### src/rtl/ri_control_unit.sv
// ---------------------------------------------------------------------------
// ri_control_unit
//
// Multi-cycle control unit for the R/I-type MIPS subset. Captures the
// instruction word from the program counter / ROM stage, decodes it, and
// sequences one instruction every four clocks (FETCH, DECODE, EXEC, WB).
//
// Ports
//   clka        in   rising-edge clock
//   rsta        in   asynchronous active-high reset
//   run         in   sampled in FETCH only; low parks the FSM in FETCH
//   instr[31:0] in   instruction word from the ROM stage
//   ir[31:0]    out  latched instruction register
//   state[1:0]  out  FETCH=0, DECODE=1, EXEC=2, WB=3
//   rs_addr     out  ir[25:21]
//   rt_addr     out  ir[20:16]
//   wb_addr     out  rd for R-type, rt for I-type
//   shamt       out  ir[10:6]
//   imm_ext     out  extended immediate (sign/zero/upper, 0 for R-type)
//   alu_op[3:0] out  ADD..LUI operation select
//   alu_src_imm out  1 selects imm_ext as ALU operand B
//   reg_we      out  register-file write strobe, asserted in WB
//   pc_en       out  one-cycle PC advance request, asserted in DECODE
//   illegal     out  sticky unsupported-instruction flag
//   instr_cnt   out  retired-instruction counter (wraps)
//
// All outputs are registers, so the asynchronous reset clears any pending
// strobe immediately.
// ---------------------------------------------------------------------------
module ri_control_unit (
  input  logic        clka,
  input  logic        rsta,
  input  logic        run,
  input  logic [31:0] instr,
  output logic [31:0] ir,
  output logic [1:0]  state,
  output logic [4:0]  rs_addr,
  output logic [4:0]  rt_addr,
  output logic [4:0]  wb_addr,
  output logic [4:0]  shamt,
  output logic [31:0] imm_ext,
  output logic [3:0]  alu_op,
  output logic        alu_src_imm,
  output logic        reg_we,
  output logic        pc_en,
  output logic        illegal,
  output logic [31:0] instr_cnt
);

  // FSM encoding is visible on the state port, so values are fixed.
  typedef enum logic [1:0] {
    S_FETCH  = 2'd0,
    S_DECODE = 2'd1,
    S_EXEC   = 2'd2,
    S_WB     = 2'd3
  } state_t;

  // ALU operation codes.
  localparam logic [3:0] ALU_ADD = 4'd0;
  localparam logic [3:0] ALU_SUB = 4'd1;
  localparam logic [3:0] ALU_AND = 4'd2;
  localparam logic [3:0] ALU_OR  = 4'd3;
  localparam logic [3:0] ALU_XOR = 4'd4;
  localparam logic [3:0] ALU_NOR = 4'd5;
  localparam logic [3:0] ALU_SLT = 4'd6;
  localparam logic [3:0] ALU_SLL = 4'd7;
  localparam logic [3:0] ALU_SRL = 4'd8;
  localparam logic [3:0] ALU_LUI = 4'd9;

  // Primary opcodes.
  localparam logic [5:0] OP_RTYPE = 6'h00;
  localparam logic [5:0] OP_ADDI  = 6'h08;
  localparam logic [5:0] OP_SLTI  = 6'h0A;
  localparam logic [5:0] OP_ANDI  = 6'h0C;
  localparam logic [5:0] OP_ORI   = 6'h0D;
  localparam logic [5:0] OP_XORI  = 6'h0E;
  localparam logic [5:0] OP_LUI   = 6'h0F;

  // R-type function codes.
  localparam logic [5:0] FN_SLL = 6'h00;
  localparam logic [5:0] FN_SRL = 6'h02;
  localparam logic [5:0] FN_ADD = 6'h20;
  localparam logic [5:0] FN_SUB = 6'h22;
  localparam logic [5:0] FN_AND = 6'h24;
  localparam logic [5:0] FN_OR  = 6'h25;
  localparam logic [5:0] FN_XOR = 6'h26;
  localparam logic [5:0] FN_NOR = 6'h27;
  localparam logic [5:0] FN_SLT = 6'h2A;

  typedef struct packed {
    logic [3:0]  alu_op;
    logic        alu_src_imm;
    logic [31:0] imm_ext;
    logic [4:0]  wb_addr;
    logic        legal;
  } dec_t;

  // Pure decode of one instruction word. Unsupported words collapse to a
  // harmless ADD with register operands and are flagged not legal.
  function automatic dec_t decode_instr(input logic [31:0] w);
    dec_t d;
    d.alu_op      = ALU_ADD;
    d.alu_src_imm = 1'b0;
    d.imm_ext     = 32'h0000_0000;
    d.wb_addr     = w[20:16];
    d.legal       = 1'b1;
    case (w[31:26])
      OP_RTYPE: begin
        d.wb_addr = w[15:11];
        case (w[5:0])
          FN_ADD:  d.alu_op = ALU_ADD;
          FN_SUB:  d.alu_op = ALU_SUB;
          FN_AND:  d.alu_op = ALU_AND;
          FN_OR:   d.alu_op = ALU_OR;
          FN_XOR:  d.alu_op = ALU_XOR;
          FN_NOR:  d.alu_op = ALU_NOR;
          FN_SLT:  d.alu_op = ALU_SLT;
          FN_SLL:  d.alu_op = ALU_SLL;
          FN_SRL:  d.alu_op = ALU_SRL;
          default: d.legal  = 1'b0;
        endcase
      end
      OP_ADDI: begin
        d.alu_op      = ALU_ADD;
        d.alu_src_imm = 1'b1;
        d.imm_ext     = {{16{w[15]}}, w[15:0]};
      end
      OP_SLTI: begin
        d.alu_op      = ALU_SLT;
        d.alu_src_imm = 1'b1;
        d.imm_ext     = {{16{w[15]}}, w[15:0]};
      end
      OP_ANDI: begin
        d.alu_op      = ALU_AND;
        d.alu_src_imm = 1'b1;
        d.imm_ext     = {16'h0000, w[15:0]};
      end
      OP_ORI: begin
        d.alu_op      = ALU_OR;
        d.alu_src_imm = 1'b1;
        d.imm_ext     = {16'h0000, w[15:0]};
      end
      OP_XORI: begin
        d.alu_op      = ALU_XOR;
        d.alu_src_imm = 1'b1;
        d.imm_ext     = {16'h0000, w[15:0]};
      end
      OP_LUI: begin
        d.alu_op      = ALU_LUI;
        d.alu_src_imm = 1'b1;
        d.imm_ext     = {w[15:0], 16'h0000};
      end
      default: d.legal = 1'b0;
    endcase
    if (!d.legal) begin
      d.alu_op      = ALU_ADD;
      d.alu_src_imm = 1'b0;
      d.imm_ext     = 32'h0000_0000;
    end else begin
      d.alu_op      = d.alu_op;
    end
    return d;
  endfunction

  state_t      state_r;
  state_t      state_next_s;
  dec_t        dec_s;
  logic [31:0] ir_r;
  logic [4:0]  rs_addr_r;
  logic [4:0]  rt_addr_r;
  logic [4:0]  wb_addr_r;
  logic [4:0]  shamt_r;
  logic [31:0] imm_ext_r;
  logic [3:0]  alu_op_r;
  logic        alu_src_imm_r;
  logic        legal_r;
  logic        reg_we_r;
  logic        pc_en_r;
  logic        illegal_r;
  logic [31:0] instr_cnt_r;

  // State register.
  always_ff @(posedge clka or posedge rsta) begin
    if (rsta) begin
      state_r <= S_FETCH;
    end else begin
      state_r <= state_next_s;
    end
  end

  // Next-state logic: fixed four-step sequence, run only gates leaving FETCH.
  always_comb begin
    state_next_s = state_r;
    case (state_r)
      S_FETCH: begin
        if (run) begin
          state_next_s = S_DECODE;
        end else begin
          state_next_s = S_FETCH;
        end
      end
      S_DECODE: state_next_s = S_EXEC;
      S_EXEC:   state_next_s = S_WB;
      S_WB:     state_next_s = S_FETCH;
      default:  state_next_s = S_FETCH;
    endcase
  end

  // Combinational decode of the latched instruction.
  always_comb begin
    dec_s = decode_instr(ir_r);
  end

  // Instruction register: loaded only on the FETCH edge that starts a new
  // instruction.
  always_ff @(posedge clka or posedge rsta) begin
    if (rsta) begin
      ir_r <= 32'h0000_0000;
    end else if ((state_r == S_FETCH) && run) begin
      ir_r <= instr;
    end
  end

  // Decoded outputs are captured once at the end of DECODE and then held,
  // including through the following FETCH.
  always_ff @(posedge clka or posedge rsta) begin
    if (rsta) begin
      rs_addr_r     <= 5'd0;
      rt_addr_r     <= 5'd0;
      wb_addr_r     <= 5'd0;
      shamt_r       <= 5'd0;
      imm_ext_r     <= 32'h0000_0000;
      alu_op_r      <= 4'd0;
      alu_src_imm_r <= 1'b0;
      legal_r       <= 1'b0;
    end else if (state_r == S_DECODE) begin
      rs_addr_r     <= ir_r[25:21];
      rt_addr_r     <= ir_r[20:16];
      wb_addr_r     <= dec_s.wb_addr;
      shamt_r       <= ir_r[10:6];
      imm_ext_r     <= dec_s.imm_ext;
      alu_op_r      <= dec_s.alu_op;
      alu_src_imm_r <= dec_s.alu_src_imm;
      legal_r       <= dec_s.legal;
    end
  end

  // Sticky illegal flag, cleared only by reset.
  always_ff @(posedge clka or posedge rsta) begin
    if (rsta) begin
      illegal_r <= 1'b0;
    end else if ((state_r == S_DECODE) && !dec_s.legal) begin
      illegal_r <= 1'b1;
    end
  end

  // Strobes are registered one state early so they are high for exactly the
  // DECODE (pc_en) and WB (reg_we) cycles. Writes to $0 are suppressed.
  always_ff @(posedge clka or posedge rsta) begin
    if (rsta) begin
      pc_en_r  <= 1'b0;
      reg_we_r <= 1'b0;
    end else begin
      pc_en_r  <= (state_r == S_FETCH) && run;
      reg_we_r <= (state_r == S_EXEC) && legal_r && (wb_addr_r != 5'd0);
    end
  end

  // Retired-instruction counter; every instruction retires, legal or not,
  // and the counter wraps naturally.
  always_ff @(posedge clka or posedge rsta) begin
    if (rsta) begin
      instr_cnt_r <= 32'h0000_0000;
    end else if (state_r == S_WB) begin
      instr_cnt_r <= instr_cnt_r + 32'd1;
    end
  end

  assign ir          = ir_r;
  assign state       = state_r;
  assign rs_addr     = rs_addr_r;
  assign rt_addr     = rt_addr_r;
  assign wb_addr     = wb_addr_r;
  assign shamt       = shamt_r;
  assign imm_ext     = imm_ext_r;
  assign alu_op      = alu_op_r;
  assign alu_src_imm = alu_src_imm_r;
  assign reg_we      = reg_we_r;
  assign pc_en       = pc_en_r;
  assign illegal     = illegal_r;
  assign instr_cnt   = instr_cnt_r;

endmodule

### config.mk
export PLATFORM = sky130hd
export DESIGN_NAME = ri_control_unit
export DESIGN_NICKNAME = d
export VERILOG_FILES = /design/src/rtl/ri_control_unit.sv
export SDC_FILE = /design/constraint.sdc
export NUM_CORES = 1
export LEC_CHECK = 0
export BUFFER_PORTS_ARGS = -buffer_cell sky130_fd_sc_hd__buf_2
export CAP_MARGIN = 20
export CORE_ASPECT_RATIO = 0.9
export CORE_MARGIN = 5
export CORE_UTILIZATION = 56
export CTS_CLUSTER_SIZE = 8
export DETAILED_ROUTE_END_ITERATION = 7
export PLACE_DENSITY = 0.86
export SLEW_MARGIN = 20
export SYNTH_ARGS = -nofsm -noshare
export SYNTH_HDL_FRONTEND = slang
export SYNTH_SLANG_ARGS = --single-unit
### constraint.sdc
create_clock -name clka -period 9.2 [get_ports clka]
set_clock_uncertainty 0.2 [all_clocks]
set_input_delay 0.92 -clock clka [delete_from_list [all_inputs] [get_ports clka]]
set_output_delay 0.92 -clock clka [all_outputs]
set_load 0.01 [all_outputs]
# ---- After elaboration in Yosys (flattened, before gate mapping)
# Index checks and enable logic that the tools add are counted.
dict set report word_totals {
  ff_bits 127
  input_bits 35
  out_inout_bits 126
  wordCells 55
}
dict set report classes {
  n_addsub 1
  n_eq_ne 17
  n_mux 10
  reduce_logical 13
}
# op count
set op_table {}
lappend op_table {{$pmux W33 S3} 1}
lappend op_table {{$eq A6 B6 Y1 const B} 7}
lappend op_table {{$eq A6 B4 Y1 const B} 6}
lappend op_table {{$mux W33} 1}
lappend op_table {{$add A32 B1 Y32 const B} 1}
lappend op_table {{$pmux W4 S8} 1}
lappend op_table {{$pmux W4 S6} 1}
lappend op_table {{$logic_not A6 Y1} 2}
lappend op_table {{$reduce_or A9 Y1} 1}
lappend op_table {{$pmux W2 S4} 1}
lappend op_table {{$eq A6 B2 Y1 const B} 1}
lappend op_table {{$reduce_or A6 Y1} 1}
lappend op_table {{$mux W5} 1}
lappend op_table {{$reduce_bool A5 Y1} 1}
lappend op_table {{$eq A2 B2 Y1 const B} 2}
lappend op_table {{$logic_and A1 B1 Y1} 4}
lappend op_table {{$mux W4} 1}
lappend op_table {{$reduce_or A3 Y1} 1}
lappend op_table {{$eq A2 B1 Y1 const B} 1}
lappend op_table {{$logic_not A2 Y1} 1}
lappend op_table {{$mux W1} 2}
lappend op_table {{$pmux W1 S2} 1}
lappend op_table {{$reduce_or A2 Y1} 1}
lappend op_table {{$logic_not A1 Y1} 1}

# ---- Depth between registers and ports, before layout
# Gate-level depths: netlist of run 1.
dict set report logic_depth {
  depth_word 6
  ltp_mapped 7
  ltp_nobuf 6
}

# ---- Worst setup path after synthesis of run 1
# Ideal clock, no wire load.
dict set report synth_path {
  path_type {register -> register}
  startpoint {reg state_r[0] (netlist: state[0])}
  endpoint {reg instr_cnt_r[21] (netlist: instr_cnt[21])}
  arrival_time_ps 1755
  required_ps 8874
  slack_ps 7119
  path_stages_with_launch 6
  n_path_buf 0
  synth_period_minus_slack_ps 2081
  cell_sequence {dfrtp_1 ha_1 nand4_1 nor4_2 nand4_1 xnor2_1}
}
dict set report synth_between {
  elab_chain_len 1
}
# element line_no
set synth_rtl {}
lappend synth_rtl {{start, declared} 165} ;# state_t state_r;
lappend synth_rtl {{start signal, assigned} 187} ;# state_r <= state_next_s;
lappend synth_rtl {{$eq A2 B2 Y1} 274} ;# end else if (state_r == S_WB) begin
lappend synth_rtl {{end signal, assigned} 275} ;# instr_cnt_r <= instr_cnt_r + 32'd1;
lappend synth_rtl {{end, declared} 180} ;# logic [31:0] instr_cnt_r;
# No other way between the ends.
# A chain may end at the register's enable or synchronous reset.

# ---- Worst setup path in the final report of run 1
dict set report layout_path {
  startpoint {reg state_r[1] (netlist: state[1])}
  endpoint {reg imm_ext_r[5] (netlist: imm_ext[5])}
}
dict set report layout_between {
  elab_chain_len 1
}
# element line_no
set layout_rtl {}
lappend layout_rtl {{$eq A2 B1 Y1} 236} ;# end else if (state_r == S_DECODE) begin
lappend layout_rtl {{end signal, assigned} 241} ;# imm_ext_r <= dec_s.imm_ext;
lappend layout_rtl {{end, declared} 173} ;# logic [31:0] imm_ext_r;
# No other way between the ends.

==> reports/qor.txt, run 1 <==
Area Growth Syn to Fin: 26.2%
largest net degree at the start of global routing: 70
max-cap viol count: 0
drt drc: 0
VDD IR max: 0.226 mV
main area contributors after synthesis: dfrtp_1 (58%), mux2_2 (9.7%), xnor2_1 (4.0%)
port buffer count: 160
max_slew headroom: 24.9%
Vias: 4130
Yosys cell types: 48
hpwl dp: 9310 µm
Max Transition Viols Final: 0
worst-path cell chain: inv_1, ha_2, buf_4, clkinv_1, a22o_1
Hold Path Class: register to register
Power Total: 2.44 mW
first-pass GRT wire length: 22200 µm
RSZ-0062 raised after global routing: no
post-route clock period utilization: 30.5%
TritonCTS clock tree: done
Worst EP required: 9.39 ns
DR vias/cell: 5.60
Synth area leader: dfrtp_1
EDFF count, synth: 0
Core ar.: 9610 µm²
CTS H-tree lvls: 4
Final setup viols: 0
Ant. Diodes: 0
top cell type's share of synthesized area: 58.2%
die area: 11800 µm²
CP max stage cell: clkinv_1
post-route ant nets: 0
CP peak stage delay: 0.75 ns
Synth top cells by count: dfrtp_1 (127), mux2_2 (47), nor2_1 (31), xnor2_1 (25), a21oi_2 (20)
post-synthesis async set-or-reset flop share: 100%
leakage power: 3.40 nW
Worst setup EP type: register
gpl congestion: 0.877
top_reg_cell synth: dfrtp_1
Least-Margin Pin Slew: 1.12 ns
maximum clock frequency: 356 MHz
clk buf depth: 2
Num CTS Buffers: 17
Setup Crit Path Kind: register to register
# IOs: 161
most common cell in the synthesized netlist: dfrtp_1
TNS Setup: 0 ns
Mapped Area: 5460 µm²
min cycle time layout: 2.81 ns
Die Wd: 114 µm
CP startpoint kind: register
Post-CTS Setup Inserts: 0
CTS sink cnt: 127
CTS clk-pin slew, worst paths: 0.06 ns
Overflow after GRT: 0
P per Cell Area: 354 nW/µm²
vias in the first global route: 4233
CP max FO: 66
Initial Util: 56.8%
sequential fraction of the synthesis area: 58.2%
Synthesized Nets: 478
total of warnings raised by yosys: 0
Syn Inst Count: 437
syn_area_per_cell: 12.5 µm²
CTS Root Cell: clkbuf_8
DRT Pass-1 Iters: 5
Die Ht: 104 µm
clock latency on the worst-skew pair: 0.52 ns
CP arrival: 2.99 ns
# hold bufs at CTS: 0
Core Rows: 34
layout cells sized above 1: 43.9%
#FFs+latches synth: 127
antenna violations before repair: 0
total track usage: 23.8%
Routed WL per cell: 18.5 µm
status: finished, final reports clean
# nets final: 639
final wirelength: 13600 µm
Resize count post-CTS: 0
Hold Violations, Final: 0
drt initial violations: 291
power breakdown:
part | internal (mW) | switching, mW | total (mW)
logic | 0.378 | 0.431 | 0.809
registers | 0.764 | 0.224 | 0.988
clock network | 0.413 | 0.229 | 0.642
total | 1.55 | 0.884 | 2.44
cells in the final DEF, fill, tap and decap left out, types with 6 or more instances in the layout:
cell type and instances:
a22o_1 16, mux2_2 47, nand2_1 19, a21oi_1 18, xnor2_1 25, o21ai_0 9
nor3_1 6, nand4_1 15, nand3_1 14, dfrtp_1 127, a21oi_2 20, xor2_1 7
nor2_1 31, clkbuf_16 16, inv_1 10, buf_2 160
worst paths after layout:
| path | from | end | slack, ns | depth (start not counted) |
|---|---|---|---|---|
| setup / recovery | state[1]$_DFF_PP0_ | imm_ext[5]$_DFFE_PP0P_ | 6.39 | 5 |
| max in group asynchronous | rsta | ir[10]$_DFFE_PP0P_ | 7.15 | 3 |
| hold / removal | instr_cnt[31]$_DFFE_PP0N_ | instr_cnt[31]$_DFFE_PP0N_ | 0.27 | 1 |
| hold reg to reg | instr_cnt[31]$_DFFE_PP0N_ | instr_cnt[31]$_DFFE_PP0N_ | 0.27 | 1 |
| min in group asynchronous | rsta | shamt[0]$_DFFE_PP0P_ | 0.34 | 2 |
| setup reg to reg | state[1]$_DFF_PP0_ | imm_ext[5]$_DFFE_PP0P_ | 6.39 | 5 |
metrics by stage:
step	utilization (%)	worst slack [ns]	instances	hold slack, ns	cell area [µm²]
after floorplan	-	4.70	437	0.290	5460
after global placement	65.8	6.58	705	0.257	6320
after detailed placement	65.8	6.42	705	0.263	6320
after CTS	71.7	6.40	737	0.273	6890
after global routing	71.7	6.20	737	0.294	6890
final	71.7	6.39	737	0.273	6890
flip-flops by register name, summed over array words and instances (netlist names):
signal,count
reg_we,1
ir,32
illegal,1
instr_cnt,32
shamt,5
imm_ext,32
pc_en,1
rs_addr,5
alu_op,4
wb_addr,5
legal_r,1
rt_addr,5
state,2
alu_src_imm,1
worst max-delay path, delay by kind of cell, from the launching register on:
kind,cells,cell delay (ns)
flops,1,0.40
buf+inv,3,1.47
fa+ha+maj,1,0.18
compound gates,1,0.41
layout make-up:
type / count / area (µm²)
clock inverters: 6 / 80.1
multi-input cells: 277 / 2120
flip-flops and latches: 127 / 3180
well taps: 126 / 158
clock buffers: 26 / 488
fillers: 691 / 2720
inverters: 12 / 47.5
repair buffers: 163 / 823
kinds of logic (layout without fill, tap and decap cells):
group	count (synthesis)	count (layout)	share of synthesized area, %
buffers and inverters	33	207	3.07
multiplexers	52	52	10.6
AND/OR/NAND/NOR	109	109	10.9
flip-flops	127	127	58.2
XOR/XNOR	32	32	5.13
AO/OA/AOI/OAI	78	78	10.7
adder cells (fa/ha/maj)	6	6	1.38
per-layer routing:
layer  up-vias  global-route usage (%)  wire (µm)  part of all wire, %
met1      2049                    30.4       5460                   40
met3        13                    8.63       1250                  9.2
li1       1887                       -          -                    -
met4         0                    7.89        141                  1.0
met2       181                    37.8       6770                   50
met5         -                       0          0                    0
Note: power is estimated with default switching activity, not from simulation.
==> run 2, diff against run 1 <==
--- a/config.mk
+++ b/config.mk
@@ -9,10 +9,10 @@
 export CAP_MARGIN = 20
 export CORE_ASPECT_RATIO = 0.9
 export CORE_MARGIN = 5
-export CORE_UTILIZATION = 56
+export CORE_UTILIZATION = 47
 export CTS_CLUSTER_SIZE = 8
 export DETAILED_ROUTE_END_ITERATION = 7
-export PLACE_DENSITY = 0.86
+export PLACE_DENSITY = 0.77
 export SLEW_MARGIN = 20
 export SYNTH_ARGS = -nofsm -noshare
 export SYNTH_HDL_FRONTEND = slang
==> constraint.sdc (replaced) <==
create_clock -name clka -period 2.49 [get_ports clka]
set_clock_uncertainty 0.2 [all_clocks]
set_input_delay 0.249 -clock clka [delete_from_list [all_inputs] [get_ports clka]]
set_output_delay 0.249 -clock clka [all_outputs]
set_load 0.01 [all_outputs]
==> reports/qor.txt, run 2 (synthesis results as in run 1) <==
WP buf/inv: 0 (-3)
Ant. Diodes: 0 (unchanged)
Hold Path Class: input pin to asynchronous set/reset pin
layout cells sized above 1: 42.7% (-1.1 points)
Layout fillers: 875 (+27%)
status: finished, final reports clean
CP max stage cell: nor4_1
gpl congestion: 0.924 (+5.3%)
Die Ht: 112 µm (+8.3%)
CTS sink cnt: 127 (unchanged)
clock latency on the worst-skew pair: 0.41 ns (-0.11 ns)
# nets final: 682 (+6.7%)
DRT Pass-1 Iters: 5 (unchanged)
post-route clock period utilization: 90.4% (+60 points)
Num CTS Buffers: 17 (unchanged)
Initial Util: 47.9% (-8.8 points)
drt drc: 0 (unchanged)
DR vias/cell: 5.34 (-4.6%)
Least-Margin Pin Slew: 0.629 ns (-0.492 ns)
# IOs: 161 (unchanged)
CP max FO: 6 (-91%)
drt initial violations: 246 (-15%)
first-pass GRT wire length: 22500 µm (+1.5%)
Setup Crit Path Kind: register to register
final wirelength: 14000 µm (+2.9%)
total track usage: 20.7% (-3.2 points)
Min Hold Slack: 0.211 ns (-0.0614 ns)
die area: 13900 µm² (+17%)
Area Growth Syn to Fin: 35.3%
post-route ant nets: 0 (unchanged)
min cycle time layout: 2.25 ns (-0.558 ns)
worst-path cell chain: ha_1, nand3_1, nor4_1, nand4_1, xnor2_1
max_slew headroom: 57.7% (+33 points)
Core Rows: 37 (+8.8%)
CTS Root Cell: clkbuf_16
VDD IR max: 0.820 mV (+260%)
Final setup viols: 0 (unchanged)
Worst EP required: 2.58 ns (-6.81 ns)
clk buf depth: 2 (unchanged)
Worst R2R Path Depth: 5 (unchanged)
max-cap viol count: 0 (unchanged)
CP peak stage delay: 0.63 ns (-0.12 ns)
CP arrival: 2.34 ns (-0.65 ns)
commonest non-fill, non-tap cell in the layout: buf_2
R2R Setup Slk: 0.24 ns (-6.15 ns)
leakage power: 3.58 nW (+5.5%)
Resize count post-CTS: 0 (unchanged)
Max Transition Viols Final: 0 (unchanged)
TNS Setup: 0 ns (unchanged)
RSZ-0062 raised after global routing: no
port buffer count: 160 (unchanged)
Routed WL per cell: 17.3 µm (-6.3%)
Hold Violations, Final: 0 (unchanged)
CTS H-tree lvls: 4 (unchanged)
CTS clk-pin slew, worst paths: 0.06 ns (about the same)
reg-to-reg endpoint: instr_cnt[28]$_DFFE_PP0N_
hpwl dp: 9670 µm (+3.8%)
largest net degree at the start of global routing: 62 (-11%)
vias in the first global route: 4471 (+5.6%)
TritonCTS clock tree: done
antenna violations before repair: 0 (unchanged)
P per Cell Area: 1240 nW/µm² (+250%)
Vias: 4323 (+4.7%)
family with the most delay on the worst path: simple AND/OR/NAND/NOR gates
Worst setup EP type: register
most frequent cells in the layout: buf_2 (160), dfrtp_1 (127), mux2_2 (47)
Overflow after GRT: 0 (unchanged)
Die Wd: 124 µm (+8.3%)
Core ar.: 11400 µm² (+18%)
maximum clock frequency: 444 MHz (+25%)
Worst R2R Start: state[0]$_DFF_PP0_
CP startpoint kind: register
==> run 2: repair_timing <==
| item | 4_1_cts | 5_1_grt |
|---|---|---|
| hold endpoints to repair | 49 | 0 |
| setup buffers | 0 | 0 |
| hold buffers | 34 | 0 |
| setup endpoints to repair | 0 | 0 |
==> run 2: how the worst max path moves through the flow <==
stage	slack, ns	start	to	cells past startpoint
after floorplan	0.41	state[0]$_DFF_PP0_	instr_cnt[21]$_DFFE_PP0N_	5
after global placement	0.37	state[0]$_DFF_PP0_	instr_cnt[29]$_DFFE_PP0N_	5
after detailed placement	0.27	state[1]$_DFF_PP0_	imm_ext[9]$_DFFE_PP0P_	5
after CTS	0.24	state[0]$_DFF_PP0_	instr_cnt[30]$_DFFE_PP0N_	5
after global routing	0.08	state[1]$_DFF_PP0_	imm_ext[7]$_DFFE_PP0P_	5
final	0.24	state[0]$_DFF_PP0_	instr_cnt[28]$_DFFE_PP0N_	5
==> run 2: worst reg2reg max path, cell delays in order (launching register included) <==
cell and delay [ns]:
dfrtp_1 0.41, ha_1 0.31, nand3_1 0.22, nor4_1 0.63, nand4_1 0.20, xnor2_1 0.16
==> run 2: stage by stage <==
step,total power [mW],instance area (µm²),worst slack [ns],instances,utilization (%)
after global routing,9.66,7380,0.0827,809,64.8
final,9.14,7380,0.240,809,64.8
after detailed placement,6.67,6470,0.266,744,56.8
after floorplan,5.40,5460,0.409,437,-
after global placement,6.55,6470,0.369,744,56.8
after CTS,9.18,7380,0.240,809,64.8
==> run 2: metal layers <==
metal	up-vias	part of all wire, %	global-route usage, %
met3	8	8.1	7.61
met5	-	0	0
met4	0	0.54	5.98
met1	2167	41	24.8
li1	1977	-	-
met2	171	50	34.7
==> run 2: where the power goes <==
part | switching [mW] | internal [mW]
clock | 0.881 | 1.56
sequential | 0.804 | 2.82
combinational | 1.60 | 1.47
total | 3.29 | 5.85
==> run 2: layout make-up <==
class / count / area (µm²) / area share, %
Multi-Input combinational cell: 277 / 2120 / 28.7
Inverter: 12 / 48.8 / 0.661
Tap cell: 156 / 195 / 2.64
Sequential cell: 127 / 3180 / 43.0
Clock inverter: 12 / 145 / 1.97
Clock buffer: 19 / 433 / 5.86
Timing Repair Buffer: 206 / 1270 / 17.2
